<file path="config.mk">
export PLATFORM = sky130hd
export DESIGN_NAME = tdm_frame_scheduler
export DESIGN_NICKNAME = d
export VERILOG_FILES = /design/src/rtl/tdm_frame_scheduler.sv
export SDC_FILE = /design/constraint.sdc
export NUM_CORES = 1
export LEC_CHECK = 0
export BUFFER_PORTS_ARGS = -buffer_cell sky130_fd_sc_hd__buf_2
export CAP_MARGIN = 5
export CORE_MARGIN = 2
export CORE_UTILIZATION = 50
export DETAILED_ROUTE_END_ITERATION = 6
export PLACE_DENSITY = 0.86
export REMOVE_ABC_BUFFERS = 1
export SYNTH_ARGS = -nofsm -noshare
export SYNTH_HDL_FRONTEND = slang
export SYNTH_SLANG_ARGS = --single-unit
</file>
<file path="constraint.sdc">
create_clock -name clock -period 3.9 [get_ports clock]
set_input_delay 0.39 -clock clock [delete_from_list [all_inputs] [get_ports clock]]
set_output_delay 0.39 -clock clock [all_outputs]
set_load 0.01 [all_outputs]
</file>
<file path="src/rtl/tdm_frame_scheduler.sv">
// tdm_frame_scheduler
// Transmit-side TDM framer. Gathers one word per channel over valid/ready,
// serialises the words MSB first into fixed slots (slot 0 first), marks the
// first bit of every frame with tdm_sync and substitutes IDLE_WORD for any
// slot whose source had nothing to offer, flagging that slot as underrun.
module tdm_frame_scheduler #(
  parameter int                NUM_CH    = 5,
  parameter int                WORD_W    = 32,
  parameter int                FRAME_GAP = 0,
  parameter logic [WORD_W-1:0] IDLE_WORD = '0
) (
  input  logic                       clock,
  input  logic                       reset,
  input  logic                       enable,
  input  logic [NUM_CH-1:0]          ch_valid,
  input  logic [NUM_CH*WORD_W-1:0]   ch_data,
  output logic [NUM_CH-1:0]          ch_ready,
  input  logic                       clr_status,
  output logic                       tdm_data,
  output logic                       tdm_sync,
  output logic                       busy,
  output logic [$clog2(NUM_CH)-1:0]  slot,
  output logic [NUM_CH-1:0]          underrun,
  output logic [15:0]                frame_count
);

  localparam int SLOT_W = $clog2(NUM_CH);
  localparam int BIT_W  = $clog2(WORD_W);
  localparam int GAP_W  = (FRAME_GAP > 1) ? $clog2(FRAME_GAP) : 1;

  localparam logic [BIT_W-1:0]  BIT_LAST  = BIT_W'(WORD_W - 1);
  localparam logic [SLOT_W-1:0] SLOT_LAST = SLOT_W'(NUM_CH - 1);
  localparam logic [GAP_W-1:0]  GAP_LAST  = GAP_W'((FRAME_GAP > 0) ? FRAME_GAP - 1 : 0);
  localparam bit                HAS_GAP   = (FRAME_GAP > 0);

  typedef enum logic [1:0] {
    S_IDLE,
    S_PREP,
    S_SHIFT,
    S_GAP
  } state_t;

  state_t              r_state;
  state_t              w_nextState;

  logic [WORD_W-1:0]   r_shreg;
  logic [BIT_W-1:0]    r_bitCnt;
  logic [SLOT_W-1:0]   r_slot;
  logic [GAP_W-1:0]    r_gapCnt;
  logic [15:0]         r_frameCount;
  logic [NUM_CH-1:0]   r_underrun;

  logic                w_inShift;
  logic                w_wordEnd;
  logic                w_lastSlot;
  logic                w_gapEnd;
  logic                w_frameEnd;
  logic                w_loadActive;
  logic [SLOT_W-1:0]   w_loadSlot;
  logic [WORD_W-1:0]   w_loadWord;
  logic [NUM_CH-1:0]   w_readyVec;
  logic [NUM_CH-1:0]   w_underSet;

  assign w_inShift  = (r_state == S_SHIFT);
  assign w_wordEnd  = (r_bitCnt == BIT_LAST);
  assign w_lastSlot = (r_slot == SLOT_LAST);
  assign w_gapEnd   = (r_gapCnt == GAP_LAST);
  assign w_frameEnd = w_inShift && w_wordEnd && w_lastSlot;

  // State register; an async reset abandons any frame in flight.
  always_ff @(posedge clock or negedge reset) begin
    if (!reset) begin
      r_state <= S_IDLE;
    end else begin
      r_state <= w_nextState;
    end
  end

  // Next-state logic; enable is only consulted at frame boundaries.
  always_comb begin
    w_nextState = r_state;
    case (r_state)
      S_IDLE: begin
        if (enable) begin
          w_nextState = S_PREP;
        end
      end
      S_PREP: begin
        w_nextState = S_SHIFT;
      end
      S_SHIFT: begin
        if (w_frameEnd) begin
          if (HAS_GAP) begin
            w_nextState = S_GAP;
          end else if (!enable) begin
            w_nextState = S_IDLE;
          end
        end
      end
      S_GAP: begin
        if (w_gapEnd) begin
          w_nextState = enable ? S_SHIFT : S_IDLE;
        end
      end
      default: begin
        w_nextState = S_IDLE;
      end
    endcase
  end

  // Output decode: decide whether this cycle loads a slot and which one.
  always_comb begin
    w_loadActive = 1'b0;
    w_loadSlot   = '0;
    case (r_state)
      S_PREP: begin
        w_loadActive = 1'b1;
      end
      S_SHIFT: begin
        if (w_wordEnd) begin
          if (!w_lastSlot) begin
            w_loadActive = 1'b1;
            w_loadSlot   = r_slot + SLOT_W'(1);
          end else if (!HAS_GAP && enable) begin
            w_loadActive = 1'b1;
          end
        end
      end
      S_GAP: begin
        if (w_gapEnd && enable) begin
          w_loadActive = 1'b1;
        end
      end
      default: begin
        w_loadActive = 1'b0;
      end
    endcase
  end

  // Load mux: pick the selected source word, or IDLE_WORD and an underrun flag.
  always_comb begin
    w_loadWord = IDLE_WORD;
    w_readyVec = '0;
    w_underSet = '0;
    for (int s = 0; s < NUM_CH; s++) begin
      if (w_loadActive && (w_loadSlot == SLOT_W'(s))) begin
        if (ch_valid[s]) begin
          w_readyVec[s] = 1'b1;
          w_loadWord    = ch_data[s*WORD_W +: WORD_W];
        end else begin
          w_underSet[s] = 1'b1;
        end
      end
    end
  end

  // Datapath: shift register, bit/slot/gap counters, frame counter, status.
  always_ff @(posedge clock or negedge reset) begin
    if (!reset) begin
      r_shreg      <= '0;
      r_bitCnt     <= '0;
      r_slot       <= '0;
      r_gapCnt     <= '0;
      r_frameCount <= '0;
      r_underrun   <= '0;
    end else begin
      if (w_loadActive) begin
        r_shreg <= w_loadWord;
      end else if (w_inShift && !w_wordEnd) begin
        r_shreg <= {r_shreg[WORD_W-2:0], 1'b0};
      end else begin
        r_shreg <= '0;
      end

      if (w_inShift && !w_wordEnd) begin
        r_bitCnt <= r_bitCnt + BIT_W'(1);
      end else begin
        r_bitCnt <= '0;
      end

      if (w_inShift && w_wordEnd) begin
        r_slot <= w_lastSlot ? '0 : r_slot + SLOT_W'(1);
      end else if (!w_inShift) begin
        r_slot <= '0;
      end

      if (r_state == S_GAP) begin
        r_gapCnt <= r_gapCnt + GAP_W'(1);
      end else begin
        r_gapCnt <= '0;
      end

      if (w_frameEnd) begin
        r_frameCount <= r_frameCount + 16'd1;
      end

      r_underrun <= clr_status ? w_underSet : (r_underrun | w_underSet);
    end
  end

  assign ch_ready    = w_readyVec;
  assign tdm_data    = r_shreg[WORD_W-1];
  assign tdm_sync    = w_inShift && (r_slot == '0) && (r_bitCnt == '0);
  assign busy        = (r_state != S_IDLE);
  assign slot        = r_slot;
  assign underrun    = r_underrun;
  assign frame_count = r_frameCount;

endmodule

</file>
# After elaboration in Yosys (flattened, before gate mapping)
# Index checks and enable logic that the tools add are counted.
[totals] regBits=64 out_inout_bits=32
[classes] n_addsub=4 eq_ne=14 muxes=51 bitwise_logic=2 n_reduce_logical=18
[op_table] op="$mux W32" n=12
[op_table] op="$mux W1" n=25
[op_table] op="$add A16 B1 Y16 const B" n=1
[op_table] op="$mux W3" n=5
[op_table] op="$logic_and A1 B1 Y1" n=11
[op_table] op="$mux W2" n=5
[op_table] op="$mux W5" n=2
[op_table] op="$pmux W2 S4" n=1
[op_table] op="$eq A3 B2 Y1 const B" n=2
[op_table] op="$eq A3 B3 Y1 const B" n=2
[op_table] op="$logic_not A3 Y1" n=2
[op_table] op="$ne A2 B2 Y1 const B" n=3
[op_table] op="$add A5 B1 Y5 const B" n=1
[op_table] op="$eq A5 B5 Y1 const B" n=1
[op_table] op="$logic_not A5 Y1" n=1
[op_table] op="$or A5 B5 Y5" n=1
[op_table] op="$eq A2 B2 Y1 const B" n=2
[op_table] op="$ne A2 B1 Y1 const B" n=2
[op_table] op="$reduce_and A4 Y1" n=1
[op_table] op="$add A3 B1 Y3 const B" n=1
[op_table] op="$eq A3 B1 Y1 const B" n=1
[op_table] op="$pmux W1 S3" n=1
[op_table] op="$eq A2 B1 Y1 const B" n=1
[op_table] op="$logic_not A2 Y1" n=1
[op_table] op="4 further kinds" n=4

# Longest topological paths before layout
[logic_depth] depth_word=16 mapped_depth=12

# Worst setup path after synthesis
# OpenSTA, ideal clock, no wires.
[synth_path] path_kind="flip-flop to output port" start="register r_slot[0], in the netlist slot[0]" end="output port ch_ready[0]" arrival_ps=2039 setup_slack_ps=1471 path_stages_with_launch=8 path_cell_list="dfrtp_1 -> buf_6 -> inv_1 -> ha_1 -> nand2b_4 -> o311a_4 -> a211oi_4 -> buf_6"
[synth_via] elab_chain_cells=7
[synth_rtl] item="start: declaration" line_no="48" source="logic [SLOT_W-1:0] r_slot;"
[synth_rtl] item="start signal: assignment" line_no="182" source="r_slot <= w_lastSlot ? '0 : r_slot + SLOT_W'(1);"
[synth_rtl] item="$add A3 B1 Y3 or $eq A3 B3 Y1 (tied branches)" line_no="123, 66"
[synth_rtl] item="$mux W3" line_no="121" source="if (!w_lastSlot) begin"
[synth_rtl] item="$mux W3" line_no="120" source="if (w_wordEnd) begin"
[synth_rtl] item="$mux W3" line_no="115" source="case (r_state)"
[synth_rtl] item="$logic_not A3 Y1" line_no="146" source="if (w_loadActive && (w_loadSlot == SLOT_W'(s))) begin"
[synth_rtl] item="$logic_and A1 B1 Y1 (*)" line_no="146"
[synth_rtl] item="$mux W1 (*)" line_no="146"
[synth_rtl] item="end: declaration" line_no="17" source="output logic [NUM_CH-1:0] ch_ready,"
# Mark *: on every way between the ends. The rest lies on a longest branch, timed or not.

# Worst setup path after layout
[layout_path] start="register r_bitCnt[0]" end="output port ch_ready[2]"
[layout_via] elab_chain_cells=6
[layout_rtl] item="start: declaration" line_no="47" source="logic [BIT_W-1:0] r_bitCnt;"
[layout_rtl] item="start signal: assignment" line_no="176" source="r_bitCnt <= r_bitCnt + BIT_W'(1);"
[layout_rtl] item="$eq A5 B5 Y1 (*)" line_no="65" source="assign w_wordEnd = (r_bitCnt == BIT_LAST);"
[layout_rtl] item="$mux W3" line_no="120"
[layout_rtl] item="$mux W3" line_no="115"
[layout_rtl] item="$eq A3 B2 Y1" line_no="146"
[layout_rtl] item="$logic_and A1 B1 Y1 (*)" line_no="146"
[layout_rtl] item="$mux W1 (*)" line_no="146"
# Marks and branches as above.

==> flow_metrics.py <==
metrics = {
    "timing": {
        "rsz0062_at_grt": "false",
        "fmax_mhz": 287,
        "setup_total_negative_slack_ps": 0,
        "worst_slew_pin_slew_ps": 990,
        "final.period_utilization_pct": 89.3,
        "relSlewSlack_pct": 33.8,
        "fin_crit_ps": 3480,
        "finalMaxSlewViolations": 0,
        "hold_violations": 0,
        "skew_ps": 9.39,
        "setup_viol": 0,
    },
    "logic_synthesis": {
        "ys_types": 54,
        "synthXorXnorAreaFrac_pct": 3.68,
        "synth_flop_cell": "dfrtp_1",
        "syn-cell-area_um2": 4050,
        "synth_area_leader_cell": "dfrtp_1",
        "synth_area_leaders": "dfrtp_1, a21oi_2, a22oi_1",
        "synth_top_family_by_area": "compound AO/OA/AOI/OAI gates",
        "synthMuxAreaShare_pct": 0.278,
        "ys_warn_count": 0,
        "async_reset_ff_share_pct": 100,
        "ys_seq_area_share_pct": 39.6,
        "yosys_register_bits": 64,
        "synth_top_area_share_pct": 39.6,
        "yosys.area_share.adder_pct": 1.86,
        "syn_area_per_cell_um2": 9.75,
        "synth_common_cells": "dfrtp_1, nand2_1, a21oi_1",
        "synthSimpleGateAreaFrac_pct": 12.1,
        "synth-edff-count": 0,
        "synth.most_common_cell": "dfrtp_1",
        "syn-instance-count": 415,
        "synth_compound_area_share_pct": 33.9,
    },
    "drt": {
        "drtIter0Drc": 235,
        "wl_met1_um": 4970,
        "finalWirelength_um": 13000,
        "routed.top_layer": "met4",
        "vias": 4189,
        "via_per_inst": 5.89,
        "dr.pass1.iters": 5,
        "wl_met3_um": 1100,
        "route.detailed.drc": 0,
        "wl_per_cell_um": 18.2,
        "routed-wl-met2_um": 6570,
        "ant_nets": 0,
    },
    "clocking": {
        "cts_root_buffer": "clkbuf_8",
        "cts.sinks": 64,
        "htree_levels": 3,
        "post_cts_resized": 0,
        "clockBufferDepth": 2,
        "cts_hold_buffers": 0,
        "cts_made_buffers": 9,
        "postCtsSetupRepairBufs": 0,
        "clock_latency_ps": 340,
        "clk_pin_slew_ps": 80,
        "cts_tree": "done",
    },
    "power": {
        "vdd_drop_max_v": 0.000186,
        "comb_power_share_pct": 26.0,
        "clockPowerShare_pct": 35.0,
        "seq_power_share_pct": 39.0,
        "p_sw_share_pct": 32.5,
        "switchingPower_uw": 615,
        "leakagePower_uw": 0.00247,
        "p_per_area_nw_per_um2": 363,
        "p_int_uw": 1280,
    },
    "global_route": {
        "grt_pass1_vias": 4254,
        "grt.total_usage_pct": 29.2,
        "grt_max_degree": 40,
        "grt_overflow": 0,
        "antenna_found_initial": 0,
        "grt_pass1_wl_um": 20000,
    },
    "finish": {
        "drive_above_1_share_pct": 46.8,
        "utilization_pct": 67.0,
        "nFillCells": 622,
        "fin_nets": 779,
        "num_antenna_cells": 0,
        "multiInputGateArea_um2": 2110,
        "synthToLayoutAreaGrowth_pct": 28.6,
        "regArea_um2": 1600,
    },
    "critical_path": {
        "regToRegSetupSlack_ps": 890,
        "startpoint": "r_bitCnt[0]$_DFF_PN0_",
        "rr_worst_depth": 10,
        "critPathTopFamily": "simple AND/OR/NAND/NOR gates",
        "critPathLaunchType": "register",
        "cp-end-kind": "output pin",
        "path_class": "register to output pin",
        "cp_num_buf_inv": 3,
        "max_stage_delay_ps": 590,
        "worst_ep_arrival_time_ps": 3090,
        "cp_slowest_cell": "or2_1",
        "reg2reg_to": "r_shreg[0]$_DFF_PN0_",
        "r2r-start": "r_bitCnt[0]$_DFF_PN0_",
        "cp_max_fo": 19,
        "crit_top_cell": "ha_1",
        "path_cells": "ha_1 -> and3_1 -> ha_1 -> and3b_1 -> o211ai_2 -> or2_1 -> buf_4 -> inv_1 -> buf_2",
        "cp_data_required_time_ps": 3510,
    },
    "floorplanning": {
        "fp-row-count": 32,
        "coreArea_um2": 7770,
        "design.portCount": 201,
        "design.die.area_um2": 8830,
        "start_util_pct": 52.1,
        "die_w_um": 94.0,
        "fp.dieH_um": 94.0,
    },
    "job": {
        "maxCapViolCount": 0,
    },
    "placement": {
        "gp_congestion": 0.918,
        "hpwl_um": 9590,
        "io_buffers": 200,
    },
    "outcome": {
        "status": "complete, no violations",
    },
    "hold_path": {
        "hold_path_class": "input port to async pin",
    },
}
per-layer routing:
metal | GRT usage [%] | up-vias
met4 | 13.3 | 0
met2 | 51.3 | 264
met5 | 0 | -
met3 | 4.57 | 30
li1 | - | 1917
met1 | 35.1 | 1978
kinds of logic (layout without fill, tap and decap cells):
family,after synthesis,after routing
AOI/OAI and AO/OA,181,181
xor gates and xnor gates,17,17
adders and majority gates,6,6
buffers and inverters,49,243
DFF,64,64
muxes,1,1
and+or+nand+nor,97,97
final cells by class:
class / count / area share (%)
clock inverter: 6 / 1.76
sequential: 64 / 30.8
inverter: 17 / 1.23
timing repair buffer: 210 / 20.7
tap: 102 / 2.45
multi-input combinational: 302 / 40.5
clock buffer: 10 / 2.64
worst max path at each step:
stage	end	slack (ps)	cells after the start
after global placement	ch_ready[2]	920	9
after CTS	ch_ready[2]	440	9
final	ch_ready[2]	420	9
after detailed placement	ch_ready[2]	830	9
after global routing	ch_ready[2]	290	9
after floorplan	r_shreg[0]$_DFF_PN0_	310	6
state kept, by name, indices dropped and copies added, names as in the netlist:
signal,count
r_shreg,32
frame_count,16
r_bitCnt,5
underrun,5
slot,3
r_state,2
r_gapCnt,1
power groups by stage:
stage	clock, uW	sequential [uW]	combinational [uW]
after detailed placement	0	749	485
after floorplan	0	740	262
after CTS	670	736	487
final	661	739	491
after global placement	0	744	471
after global routing	702	742	535
metrics by stage:
step                worst slack [ps]  instance area [um^2]  hold slack [ps]  cells  total power [uW]
floorplan                        315                  3760             94.4    383              1000
global placement                 922                  4970              444    695              1210
detailed placement               826                  4970              463    695              1230
CTS                              439                  5200              182    711              1890
global route                     290                  5200              209    711              1980
finish                           418                  5200              157    711              1890
worst reg2reg max path: cells and delay by family, from the launching register on:
kind	cells	cell delay, ps
and+or+nand+nor	3	1070
buffers and inverters	2	500
adders and majority gates	2	470
AOI/OAI and AO/OA	3	440
DFF	1	420
cells in the final DEF (no fill, tap or decap), types with 3 or more instances in the layout:
cell type  count
dfrtp_1       64
xnor2_1       10
nor2_1        12
a21oi_2       29
a22oi_1       33
nand2_1       44
buf_4         10
nor3_1         3
nand3_1        9
xor2_1         7
nand4_1        3
inv_1         17
a21oi_1       34
o221ai_1      23
buf_2        200
o21ai_1       26
o21ai_2        8
clkbuf_8      10
o221ai_2       8
nor2b_1        3
and2_1         3
ha_1           6
o21ai_0        8
Note: power is estimated with default switching activity, not from simulation.
